==> src/rtl/bomb_pkg.sv <==
// Shared bomb definitions: code length, seed offsets, FSM states and the code derivation.
// Anything that shows or checks the code must call code_digit so the two always agree.
package bomb_pkg;

  localparam int CODE_LEN = 4;

  // Digit i of the code is (seed + OFFSET[i]) mod 10; digit 0 sits in the LSBs.
  localparam logic [4*CODE_LEN-1:0] OFFSET = {4'd9, 4'd6, 4'd3, 4'd0};

  typedef enum logic [2:0] {
    ST_IDLE    = 3'd0,
    ST_ENTRY   = 3'd1,
    ST_CHECK   = 3'd2,
    ST_ERR     = 3'd3,
    ST_SUCCESS = 3'd4,
    ST_FAIL    = 3'd5
  } state_t;

  function automatic logic [3:0] code_digit(input logic [4:0] seed, input int i);
    logic [5:0] sum;
    sum = {1'b0, seed} + {2'b00, OFFSET[i*4 +: 4]};
    return 4'(sum % 6'd10);
  endfunction

endpackage

==> src/rtl/entry_buffer.sv <==
// Keypad entry buffer: appends digits in slot order and counts them; clear refills with 4'hF.
// Updates one cycle after push/clr; pushes into a full buffer are dropped.
module entry_buffer
  import bomb_pkg::*;
(
  input  logic                  clk,
  input  logic                  rst_p,
  input  logic                  clr,
  input  logic                  push,
  input  logic [3:0]            digit,
  output logic [2:0]            cnt,
  output logic [4*CODE_LEN-1:0] digits
);

  always_ff @(posedge clk) begin
    if (rst_p || clr) begin
      cnt    <= 3'd0;
      digits <= '1;
    end else if (push && (cnt < 3'(CODE_LEN))) begin
      for (int i = 0; i < CODE_LEN; i++) begin
        if (cnt == 3'(i)) digits[i*4 +: 4] <= digit;
      end
      cnt <= cnt + 3'd1;
    end
  end

endmodule

==> src/rtl/passwd_check.sv <==
// Password stage: latches the code on the start_input rising edge, collects keypad digits,
// checks a full entry in one cycle and drives sticky success/fail levels; no backpressure.
module passwd_check
  import bomb_pkg::*;
#(
  parameter int MAX_TRIES  = 3,
  parameter int ERR_CYCLES = 50_000_000
) (
  input  logic                  clk,
  input  logic                  rst_p,
  input  logic                  start_input,
  input  logic [4:0]            seed,
  input  logic                  timeout,
  input  logic                  key_valid,
  input  logic [3:0]            key_value,
  output logic                  success,
  output logic                  fail,
  output logic                  err,
  output logic [2:0]            entered_cnt,
  output logic [4*CODE_LEN-1:0] entry_digits,
  output logic [1:0]            tries_left
);

  localparam int ERR_W = (ERR_CYCLES > 1) ? $clog2(ERR_CYCLES) : 1;

  state_t               state;
  logic                 start_q;
  logic [4*CODE_LEN-1:0] code_q;
  logic [ERR_W-1:0]     err_cnt;

  logic start_rise, armed, arm, live, key_ok;
  logic is_digit, is_clear, match, last_slot;
  logic buf_push, buf_clr, retry;

  always_comb begin
    start_rise = start_input && !start_q;
    armed      = (state == ST_ENTRY) || (state == ST_CHECK) || (state == ST_ERR);
    arm        = start_rise && !armed;
    // Dropping start_input outranks timeout, which outranks keys and the compare.
    live       = armed && start_input && !timeout;
    key_ok     = live && (state == ST_ENTRY) && key_valid;
    is_digit   = (key_value <= 4'd9);
    is_clear   = (key_value == 4'hC);
    match      = (entry_digits == code_q);
    last_slot  = (entered_cnt == 3'(CODE_LEN - 1));
    buf_push   = key_ok && is_digit;
    retry      = live && (state == ST_CHECK) && !match && (tries_left > 2'd1);
    buf_clr    = arm || (armed && !start_input) || (key_ok && is_clear) || retry;
  end

  entry_buffer u_entry_buffer (
    .clk    (clk),
    .rst_p  (rst_p),
    .clr    (buf_clr),
    .push   (buf_push),
    .digit  (key_value),
    .cnt    (entered_cnt),
    .digits (entry_digits)
  );

  always_ff @(posedge clk) begin
    if (rst_p) begin
      state      <= ST_IDLE;
      // A start_input level held through reset is not an arm event; it must toggle.
      start_q    <= start_input;
      success    <= 1'b0;
      fail       <= 1'b0;
      err        <= 1'b0;
      tries_left <= 2'(MAX_TRIES);
      err_cnt    <= '0;
      code_q     <= '0;
    end else begin
      start_q <= start_input;
      case (state)
        ST_IDLE, ST_SUCCESS, ST_FAIL: begin
          if (start_rise) begin
            state      <= ST_ENTRY;
            success    <= 1'b0;
            fail       <= 1'b0;
            tries_left <= 2'(MAX_TRIES);
            for (int i = 0; i < CODE_LEN; i++) begin
              code_q[i*4 +: 4] <= code_digit(seed, i);
            end
          end
        end

        ST_ENTRY, ST_CHECK, ST_ERR: begin
          if (!start_input) begin
            state <= ST_IDLE;
            err   <= 1'b0;
          end else if (timeout) begin
            state <= ST_FAIL;
            fail  <= 1'b1;
            err   <= 1'b0;
          end else begin
            case (state)
              ST_ENTRY: begin
                if (buf_push && last_slot) state <= ST_CHECK;
              end
              ST_CHECK: begin
                if (match) begin
                  state   <= ST_SUCCESS;
                  success <= 1'b1;
                end else if (tries_left > 2'd1) begin
                  state      <= ST_ERR;
                  tries_left <= tries_left - 2'd1;
                  err        <= 1'b1;
                  err_cnt    <= '0;
                end else begin
                  state      <= ST_FAIL;
                  tries_left <= 2'd0;
                  fail       <= 1'b1;
                end
              end
              ST_ERR: begin
                if (err_cnt == ERR_W'(ERR_CYCLES - 1)) begin
                  state <= ST_ENTRY;
                  err   <= 1'b0;
                end else begin
                  err_cnt <= err_cnt + 1'b1;
                end
              end
              default: state <= ST_IDLE;
            endcase
          end
        end

        default: begin
          state   <= ST_IDLE;
          success <= 1'b0;
          fail    <= 1'b0;
          err     <= 1'b0;
        end
      endcase
    end
  end

endmodule

==> config.mk <==
export PLATFORM = sky130hd
export DESIGN_NAME = passwd_check
export DESIGN_NICKNAME = d
export VERILOG_FILES = /design/src/rtl/bomb_pkg.sv /design/src/rtl/entry_buffer.sv /design/src/rtl/passwd_check.sv
export SDC_FILE = /design/constraint.sdc
export NUM_CORES = 1
export LEC_CHECK = 0
export CORE_MARGIN = 2
export CORE_UTILIZATION = 30
export CTS_CLUSTER_SIZE = 12
export DETAILED_ROUTE_END_ITERATION = 8
export PLACE_DENSITY = 0.49
export SLEW_MARGIN = 20
export SYNTH_ARGS = -nofsm -noshare
export SYNTH_HDL_FRONTEND = slang
export SYNTH_SLANG_ARGS = --single-unit
==> constraint.sdc <==
create_clock -name clk -period 8.9 [get_ports clk]
set_clock_uncertainty 0.05 [all_clocks]
set_input_delay 1.335 -clock clk [delete_from_list [all_inputs] [get_ports clk]]
set_output_delay 1.335 -clock clk [all_outputs]
set_load 0.1 [all_outputs]
==> results of run 1 <==
-- Yosys cell counts (3+ instances only) --
cell      number  area (um2)
o21ai_0       25         125
dfxtp_1       69        1380
or4_1         14         105
a21oi_1       47         235
clkbuf_1      20        75.1
buf_2          7        35.0
buf_6          3        33.8
nand2b_1      11        68.8
or3_1         13        81.3
and2_1         3        18.8
a21o_1         3        22.5
nor3b_1        3        22.5
o31ai_1       15         113
a21boi_0       3        22.5
a21oi_2        3        26.3
o21bai_1       6        45.0
o21a_1         5        37.5
o211ai_1       8        60.1
a31oi_1        4        25.0
mux2i_1        5        50.1
nand3_1       52         260
and3_1         6        37.5
nand4_1        5        31.3
nor2b_1        7        43.8
xor2_1         7        61.3
nor2_1        41         154
ha_1          24         300
mux2_2         3        33.8
nand2_1       60         225
a211oi_1       8        60.1
xnor2_1       23         201
a311oi_1       4        35.0
inv_1         18        67.6
nor3_1         9        45.0
-- worst register-to-register path, delay by kind of cell, from the launching register on --
kind,cells,cell delay (ns)
DFF,1,0.34
xor gates and xnor gates,1,0.24
and+or+nand+nor,2,0.35
AOI/OAI and AO/OA,4,2.09
-- cells in the final DEF, fill, tap and decap left out, types with 3 or more instances in the layout --
| master | instances |
|---|---|
| nand4_1 | 5 |
| nand3_1 | 52 |
| o211ai_1 | 8 |
| buf_4 | 3 |
| mux2_2 | 3 |
| o31ai_1 | 15 |
| clkdlybuf4s50_1 | 37 |
| inv_1 | 18 |
| a311oi_1 | 4 |
| xor2_1 | 7 |
| clkbuf_16 | 9 |
| nor3_1 | 9 |
| nand2_1 | 60 |
| o21bai_1 | 6 |
| a31oi_1 | 4 |
| and3_1 | 6 |
| a21oi_1 | 47 |
| nor2b_1 | 7 |
| mux2i_1 | 5 |
| nand2b_1 | 11 |
| a21boi_0 | 3 |
| o21a_1 | 5 |
| a21o_1 | 3 |
| nor3b_1 | 3 |
| xnor2_1 | 23 |
| or4_1 | 14 |
| o21ai_0 | 25 |
| a211oi_1 | 8 |
| clkbuf_1 | 3 |
| or3_1 | 13 |
| dfxtp_1 | 69 |
| nor2_1 | 41 |
| a21oi_2 | 3 |
| and2_1 | 3 |
| ha_1 | 24 |
-- kinds of logic after synthesis --
family,Yosys count,synth area share
compound gates,156,0.231
xor+xnor,30,0.0572
fa+ha+maj,24,0.0653
buf+inv,52,0.0501
flops,69,0.300
mux,8,0.0182
simple gates,244,0.278
-- flip-flops by register name, indices dropped and copies added (netlist names) --
name / count
err_cnt: 26
code_q: 15
fail: 1
err: 1
state: 3
start_q: 1
u_entry_buffer.digits: 16
u_entry_buffer.cnt: 3
success: 1
tries_left: 2
-- how the worst min path moves through the flow --
stage                                   from                  endpoint  slack (ns)  cells past startpoint
floorplan             code_q[1]$_SDFFE_PP0P_    code_q[1]$_SDFFE_PP0P_        0.39                      2
global placement    err_cnt[20]$_SDFFE_PP0P_  err_cnt[20]$_SDFFE_PP0P_        0.41                      2
detailed placement   code_q[10]$_SDFFE_PP0P_   code_q[10]$_SDFFE_PP0P_        0.42                      2
CTS                  code_q[10]$_SDFFE_PP0P_   code_q[10]$_SDFFE_PP0P_        0.42                      2
global route         code_q[10]$_SDFFE_PP0P_   code_q[10]$_SDFFE_PP0P_        0.45                      2
finish               code_q[10]$_SDFFE_PP0P_   code_q[10]$_SDFFE_PP0P_        0.42                      2
-- metal layers --
layer,routed length [um],global-route usage,vias to the layer above
met1,5490,0.185,2015
met3,405,0.0317,14
li1,-,-,2184
met4,148,0.0414,0
met2,5830,0.257,75
met5,0,0,-
-- cell type report --
class	count	area, um2
fillers	1596	9760
inverters	19	71.3
repair buffers	40	393
clock buffers	13	250
multi-input cells	462	2990
flip-flops and latches	69	1380
clock inverters	2	10.0
well taps	188	235
-- where the power goes --
group,internal (mW),total (mW),switching (mW)
sequential,0.330,0.358,0.0281
clock,0.194,0.320,0.126
combinational,0.0909,0.253,0.162
total,0.615,0.932,0.317
-- metrics by stage --
step           worst slack, ns  hold WS (ns)  cells  power [mW]  cell area (um2)
6_report                  3.87         0.419    793       0.932             5330
5_1_grt                   3.51         0.454    793       0.986             5330
4_1_cts                   3.93         0.424    793       0.942             5330
3_5_place_dp              3.58         0.416    778       0.617             5070
3_3_place_gp              3.71         0.410    778       0.615             5070
2_1_floorplan             4.78         0.394    583       0.563             4600
==> results.toml, run 1 <==
[critical_path]
r2r_start = "u_entry_buffer.digits[12]$_SDFFE_PP1P_"
end_kind = "flip-flop"
path_delay_family = "buffers and inverters"
cp.arrival_ns = 5.19
cp-start-kind = "input pin"
cpMostUsedCell = "ha_1"
worst_path_max_delay_cell = "clkdlybuf4s50_1"
crit_buf_inv = 2
critPathLaunch = "seed[2]"
max_stage_delay_ns = 1.06
crit_fanout = 26
crit_type = "input pin to flip-flop"
cp_num_cells = 13
r2r_setup_slack_ns = 5.67
required_ns = 9.06
r2r_end = "u_entry_buffer.digits[15]$_SDFFE_PP1P_"
path_cells = "clkdlybuf4s50_1, ha_1, and2_1, xnor2_1, ha_1, nand3b_1, o221ai_1, inv_1, o21ai_0, o21ai_0, ha_1, a21bo_2, a32o_1"
cp-endpoint = "code_q[14]$_SDFFE_PP0P_"
reg2regPathDepth = 7

[global_route]
grt_pass1_wl_um = 19700
overflow = 0
grt_pass1_vias = 4133
grt_antenna_before_repair = 0
grt_start_max_net_pins = 33
grt_usage = 0.148

[die]
start_util = 0.305
num_rows = 45
coreArea_mm2 = 0.0151
die_area_mm2 = 0.0163
die_y_um = 128
io_pins = 38
dieWidth_um = 128

[pwr]
ir_drop_uv = 116
p_per_area_mw_per_mm2 = 175
p_leak_nw = 1.96

[detailed_routing]
wl_um = 11900
drtIter0Drc = 261
drc = 0
wl_per_cell_um = 15.0
vias = 4288
drt_first_pass_iters = 4
via_per_inst = 5.41
final_antenna_net_count = 0

[final_layout]
syn_to_final_growth_pct = 15.9
final_util = 0.353
fin_nets = 639
drive_above_1_share = 0.0545
antennaDiodeCount = 0

[place]
portBuffers = 37
post-dp-hpwl_um = 8550
place_congestion = 0.816

[synthesis]
async_reset_ff_frac = 0
synth_edf_count = 0
syn_inst = 583
syn_area_mm2 = 0.00460
ys_warn_count = 0
avgSynthCellArea_um2 = 7.88
synth_cell_types = 70
synth_ff_type = "dfxtp_1"
yosysSeqAreaShare = 0.300
ys_seq_elements = 69
syn-num-nets = 621

[timing]
rsz0062_at_grt = "no"
slew_violations = 0
worst_slew_pin_slew_ns = 1.08
period_needed_ns = 5.03
tns_ns = 0
period_share = 0.565
relSlewSlack = 0.283
hold_violations = 0
setup_viol = 0
clock.fmax_mhz = 199

[clock_tree]
cts_root_buf = "clkbuf_16"
htreeDepth = 3
path_clk_slew_ns = 0.05
cts_buffers = 9
cts_setup_buffers = 0
clockBufferDepth = 2
clock_latency_ns = 0.33
cts-resized-gates = 0
cts_hold_buf = 0
cts_tree = "yes"
clock-sinks = 69

[job]
maxCapViolations = 0

[run_status]
run_status = "finished clean"

[worst_hold_path]
hp-class = "flip-flop to flip-flop"
Power figures use the tool's default switching activity.
==> run 2, diff against run 1 <==
--- a/config.mk
+++ b/config.mk
@@ -9,7 +9,7 @@
 export CORE_UTILIZATION = 30
 export CTS_CLUSTER_SIZE = 12
 export DETAILED_ROUTE_END_ITERATION = 8
-export PLACE_DENSITY = 0.49
+export PLACE_DENSITY = 0.5
 export SLEW_MARGIN = 20
 export SYNTH_ARGS = -nofsm -noshare
 export SYNTH_HDL_FRONTEND = slang
==> constraint.sdc (replaced) <==
create_clock -name clk -period 4.24 [get_ports clk]
set_clock_uncertainty 0.05 [all_clocks]
set_input_delay 0.636 -clock clk [delete_from_list [all_inputs] [get_ports clk]]
set_output_delay 0.636 -clock clk [all_outputs]
set_load 0.1 [all_outputs]
==> run 2 against run 1 <==
Compared with the run above: routed wire length decreased by 0.46%; power increased by 120%; combinational power increased by 110%.
==> results.toml, run 2 (synthesized netlist as in run 1, its figures left out) <==
[run_status]
run_status = "finished clean"

[detailed_routing]
drc = 0
drt_first_pass_iters = 5
vias = 4333
drtIter0Drc = 167
wl_per_cell_um = 14.7
via_per_inst = 5.39
final_antenna_net_count = 0
wl_um = 11800

[die]
die_area_mm2 = 0.0163
io_pins = 38
num_rows = 45
die_y_um = 128
coreArea_mm2 = 0.0151
dieWidth_um = 128
start_util = 0.305

[worst_hold_path]
hp-class = "flip-flop to flip-flop"
whs_endpoint = "fail$_SDFFE_PP0P_"
holdPathStages = 2
hold_path.startpoint = "fail$_SDFFE_PP0P_"

[pwr]
ir_drop_uv = 225
p_per_area_mw_per_mm2 = 371
power_mw = 2.02
p_leak_nw = 2.03

[final_layout]
final_common_cell = "dfxtp_1"
syn_to_final_growth_pct = 18.5
stdcell_count = 804
regArea_mm2 = 0.00138
drive_above_1_share = 0.0747
regMostFlops = "err_cnt"
top_regs = "err_cnt x26, u_entry_buffer.digits x16, code_q x15"
largest_reg_flops = 26
fin_nets = 650
antennaDiodeCount = 0
multi_input_area_mm2 = 0.00299
fillCellCount = 1590
layout_common_cells = "69 x dfxtp_1, 60 x nand2_1, 52 x nand3_1"

[timing]
relSlewSlack = 0.325
slew_violations = 0
period_needed_ns = 3.57
worst_slew_pin_slew_ns = 1.01
setup_viol = 0
clock.fmax_mhz = 280
rsz0062_at_grt = "no"
hold_violations = 0
tns_ns = 0
period_share = 0.843

[critical_path]
cp-start-kind = "input pin"
crit_fanout = 7
end_kind = "flip-flop"
reg2regPathDepth = 6
cp.arrival_ns = 3.73
r2r_start = "u_entry_buffer.digits[0]$_SDFFE_PP1P_"
crit_type = "input pin to flip-flop"
required_ns = 4.40
r2r_setup_slack_ns = 1.18
r2r_end = "u_entry_buffer.digits[1]$_SDFFE_PP1P_"

[clock_tree]
cts_buffers = 9
path_clk_slew_ns = 0.05
cts_hold_buf = 0
clock_latency_ns = 0.33
clock-sinks = 69
clockBufferDepth = 2
cts_setup_buffers = 0
cts-resized-gates = 0
htreeDepth = 3
cts_root_buf = "clkbuf_16"
cts_tree = "yes"

[global_route]
grt_antenna_before_repair = 0
grt_usage = 0.151
grt_start_max_net_pins = 29
overflow = 0
grt_pass1_vias = 4136
grt_pass1_wl_um = 20100

[place]
dp_cells = 789
place_congestion = 0.833
portBuffers = 37
post-dp-hpwl_um = 8810

[job]
maxCapViolations = 0
[run 2: cell count changes in the layout (fill, tap and decap cells not counted)]
| cell | previous run | this run |
|---|---|---|
| buf_4 | 3 | 14 |
| clkbuf_8 | 1 | 5 |
| clkbuf_1 | 3 | 1 |
| clkinv_2 | 2 | 0 |
[run 2: power by group]
part / switching (mW) / internal, mW / leakage [nW] / total (mW)
registers: 0.0590 / 0.693 / 0.559 / 0.752
logic: 0.343 / 0.198 / 1.33 / 0.541
clock network: 0.256 / 0.473 / 0.148 / 0.728
[run 2: critical path, cell delays in order]
cell and delay (ns):
clkdlybuf4s50_1 0.53, inv_1 0.10, ha_1 0.27, a21oi_2 0.33, xnor2_1 0.17, ha_1 0.26, nand2b_1 0.15, o21ai_0 0.16
o221ai_1 0.22, o31ai_1 0.48, nor4_1 0.09, a311o_1 0.33
[run 2: worst max path at each step]
stage                 start                 endpoint  slack, ns  depth (start not counted)
floorplan           seed[1]   code_q[6]$_SDFFE_PP0P_       0.82                         11
global placement    seed[1]   code_q[6]$_SDFFE_PP0P_       0.49                         12
detailed placement  seed[1]   code_q[6]$_SDFFE_PP0P_       0.33                         12
CTS                 seed[1]   code_q[6]$_SDFFE_PP0P_       0.67                         12
global route        seed[1]  code_q[15]$_SDFFE_PP0P_       0.40                         16
finish              seed[1]   code_q[6]$_SDFFE_PP0P_       0.67                         12
[run 2: layer usage]
layer | vias up | part of all wire | track usage
li1 | 2195 | - | -
met1 | 2067 | 0.45 | 0.185
met2 | 63 | 0.51 | 0.269
met3 | 8 | 0.029 | 0.0301
met4 | 0 | 0.0074 | 0.0420
met5 | - | 0 | 0
[run 2: metrics by stage]
stage / cell area, um2 / hold slack, ns / utilization / setup WS (ns)
after floorplan: 4600 / 0.394 / - / 0.817
after global placement: 5150 / 0.411 / 0.341 / 0.491
after detailed placement: 5150 / 0.412 / 0.341 / 0.333
after CTS: 5450 / 0.421 / 0.361 / 0.674
after global routing: 5450 / 0.455 / 0.361 / 0.396
final: 5450 / 0.415 / 0.361 / 0.666
[run 2: cell type report]
class	count	area share
clock buffer	15	0.0547
inverter	19	0.0131
multi-input combinational	462	0.548
tap	188	0.0432
timing repair buffer	51	0.0873
sequential	69	0.254
==> edit (flow settings as in run 2) <==
Register the output `entered_cnt`; this adds one clock of latency there. The other outputs are not delayed to match.
--- a/src/rtl/passwd_check.sv
+++ b/src/rtl/passwd_check.sv
@@ -25,2 +25,4 @@
 
+  logic [2:0] entered_cnt_d;
+
   state_t               state;
@@ -44,3 +46,3 @@
     match      = (entry_digits == code_q);
-    last_slot  = (entered_cnt == 3'(CODE_LEN - 1));
+    last_slot  = (entered_cnt_d == 3'(CODE_LEN - 1));
     buf_push   = key_ok && is_digit;
@@ -56,3 +58,3 @@
     .digit  (key_value),
-    .cnt    (entered_cnt),
+    .cnt    (entered_cnt_d),
     .digits (entry_digits)
@@ -137,2 +139,6 @@
 
+  always_ff @(posedge clk) begin
+    entered_cnt <= entered_cnt_d;
+  end
+
 endmodule
Formal check against the unedited RTL: not equivalent (a bounded check fails within 4 cycles, from zero or initial values and one cycle with rst_p high).
==> edit against run 2 <==
  * Count of clock-buffer cells in the layout fell by 6
  * Power fell by 12%
  * Sequential power fell by 5.6%
  * Via count rose by 2.2%
  * Sequential cell count rose by 3
  * Register-to-register slack got worse by 20 ps
  * Design area rose by 2.2%
  * Setup slack got worse by 190 ps
  * Wire length rose by 4.6%
  * Area after synthesis rose by 3.0%
==> edit: results (changes against run 2) <==
.. list-table::
   :header-rows: 1

   * - Metric
     - Value
   * - Top cells by instance count after synthesis
     - dfxtp_1, nor2_1, nand2_1
   * - First-pass iteration count of the detailed router
     - 5 (unchanged)
   * - Number of warnings printed during yosys synthesis
     - 0 (unchanged)
   * - Maximum ir drop on the vdd rail
     - 0.000178 V (-21%)
   * - Slew at the pin closest to its max-slew limit
     - 1000 ps (-7.43 ps)
   * - Share of post-route cells with drive strength above 1
     - 0.0630 (-0.0117)
   * - Proportion of register bits with asynchronous set or reset after synthesis
     - 0 (unchanged)
   * - Clock transition at the registers of the reported paths
     - about 60 ps
   * - Maximum number of pins on one net before global-route repair
     - 29 (unchanged)
   * - Met1 track demand over resource
     - 0.209 (+0.0246)
   * - Flip-flop cell with the highest count after synthesis
     - dfxtp_1
   * - Number of port buffers
     - 37 (unchanged)
   * - Met2 global-route usage
     - 0.243 (-0.0257)
   * - Clock buffers created by TritonCTS
     - 9 (unchanged)
   * - Placement Setup Slack
     - 197 ps (-135 ps)
   * - Mean routed wirelength per cell
     - 14.6 um (-0.62%)
   * - Post-synth net total
     - 645 (+3.9%)
   * - Setup bufs post-CTS
     - 0 (unchanged)
   * - Post-DP HPWL
     - 8940 um (+1.5%)
   * - Total cell area at the placement stage
     - 5260 um^2 (+2.1%)
   * - Number of filler cells placed in the layout
     - 1623 (+2.1%)
   * - GRT Overall Usage
     - 0.152 (+0.00125)
   * - Leak Pwr
     - 0.00205 uW (+0.84%)
   * - Mux share of post-synthesis cell area
     - 0.0129 (-0.00529)
   * - Worst-path maximum fanout
     - 7 (unchanged)
   * - NumNets Final
     - 668 (+2.8%)
   * - Resized cells post-CTS
     - 0 (unchanged)
   * - Adder-cell area share of the yosys netlist
     - 0.0634 (-0.00192)
   * - Clock latency at the later pin of the worst-skew pair
     - 330 ps (about the same)
   * - Starting DRT DRC Count
     - 279 (+67%)
   * - RD Place Congestion
     - 0.895 (+7.4%)
   * - Compound-gate portion of the synthesized area
     - 0.213 (-0.0179)
   * - Root Buffer Master
     - clkbuf_16
   * - GRT met3 Usage
     - 0.0215 (-0.00858)
   * - Fraction of the yosys area taken by sequential cells
     - 0.304 (+0.00387)
   * - DR vias/cell
     - 5.24 (-2.8%)
   * - Maximum clock insertion buffer count
     - 2 (unchanged)
   * - Number of global-route vias before repair
     - 4125 (-0.27%)
   * - Maximum level of the CTS H-tree
     - 3 (unchanged)
   * - Initial antenna violation count
     - 0 (unchanged)
   * - Xor and xnor area share after synthesis
     - 0.0888 (+0.0316)
   * - Count of antenna diodes in the layout
     - 0 (unchanged)
   * - Outcome
     - finished, final reports clean
   * - Class of the most critical hold timing path
     - register to register
   * - Most area-consuming cells after synthesis
     - dfxtp_1, ha_1, xnor2_1, nor2_1, nand3_1
   * - Wire length of the first global-routing pass
     - 20800 um (+3.4%)
   * - Top Registers
     - err_cnt x26, u_entry_buffer.digits x16, code_q x15
   * - Number of unique standard cell types used by synthesis
     - 67 (-4.3%)
## edit: cell types whose count changed in the layout (fill, tap and decap cells not counted), moves of 5 or more
cell       delta
a2111oi_0     +5
xor2_1        +7
or4_1        -13
a211oi_1      +6
nor2_1       +24
or3_1         -8
o31ai_1      -14
clkbuf_8      -5
nor3_1        +7
a21oi_1       -8
a31oi_1       +7
xnor2_1      +11
o21ai_0       -6
## edit: final cells by class
class | instances | area (um^2) | share of cell area
well taps | 211 | 264 | 0.0474
multi-input cells | 482 | 3040 | 0.547
clock inverters | 7 | 72.6 | 0.0130
inverters | 17 | 63.8 | 0.0115
flip-flops and latches | 72 | 1440 | 0.259
clock buffers | 9 | 225 | 0.0405
repair buffers | 48 | 453 | 0.0814
## edit: cell families after synthesis
logic type / Yosys count
AOI/OAI and AO/OA: 148
xor gates and xnor gates: 48
adders and majority gates: 24
buffers and inverters: 53
DFF: 72
muxes: 6
and+or+nand+nor: 256
## edit: layer usage
metal	routed length [um]	share of wire
met1	6020	0.49
met2	5770	0.47
met3	336	0.027
met4	242	0.020
met5	0	0
## edit: path summary, 6_finish.rpt
path | slack [ps] | depth (start not counted) | startpoint | end
setup / recovery | 470 | 13 | seed[1] | code_q[6]$_SDFFE_PP0P_
hold / removal | 340 | 0 | u_entry_buffer.cnt[2]$_SDFFE_PP0P_ | entered_cnt[2]$_DFF_P_
hold reg to reg | 340 | 0 | u_entry_buffer.cnt[2]$_SDFFE_PP0P_ | entered_cnt[2]$_DFF_P_
setup reg to reg | 1160 | 7 | u_entry_buffer.digits[11]$_SDFFE_PP1P_ | u_entry_buffer.digits[6]$_SDFFE_PP1P_
## edit: report_power, final
group	switching, uW	internal (uW)
sequential	16.7	694
clock	298	455
combinational	194	119
total	508	1270
## edit: stage by stage
step	hold WS (ps)	instances	util
4_1_cts	338	846	0.363
3_5_place_dp	330	830	0.343
6_report	339	846	0.363
5_1_grt	348	846	0.363
2_1_floorplan	314	607	-
3_3_place_gp	323	830	0.343
## edit: critical path: stages
cell and delay, ps:
clkdlybuf4s50_1 530, inv_1 150, ha_1 290, a21o_2 260, nor2_1 190, nor2_1 80, ha_1 290, nor3_1 440
nor3_1 100, nor3_1 310, ha_1 300, nor4_1 280, a211o_1 130
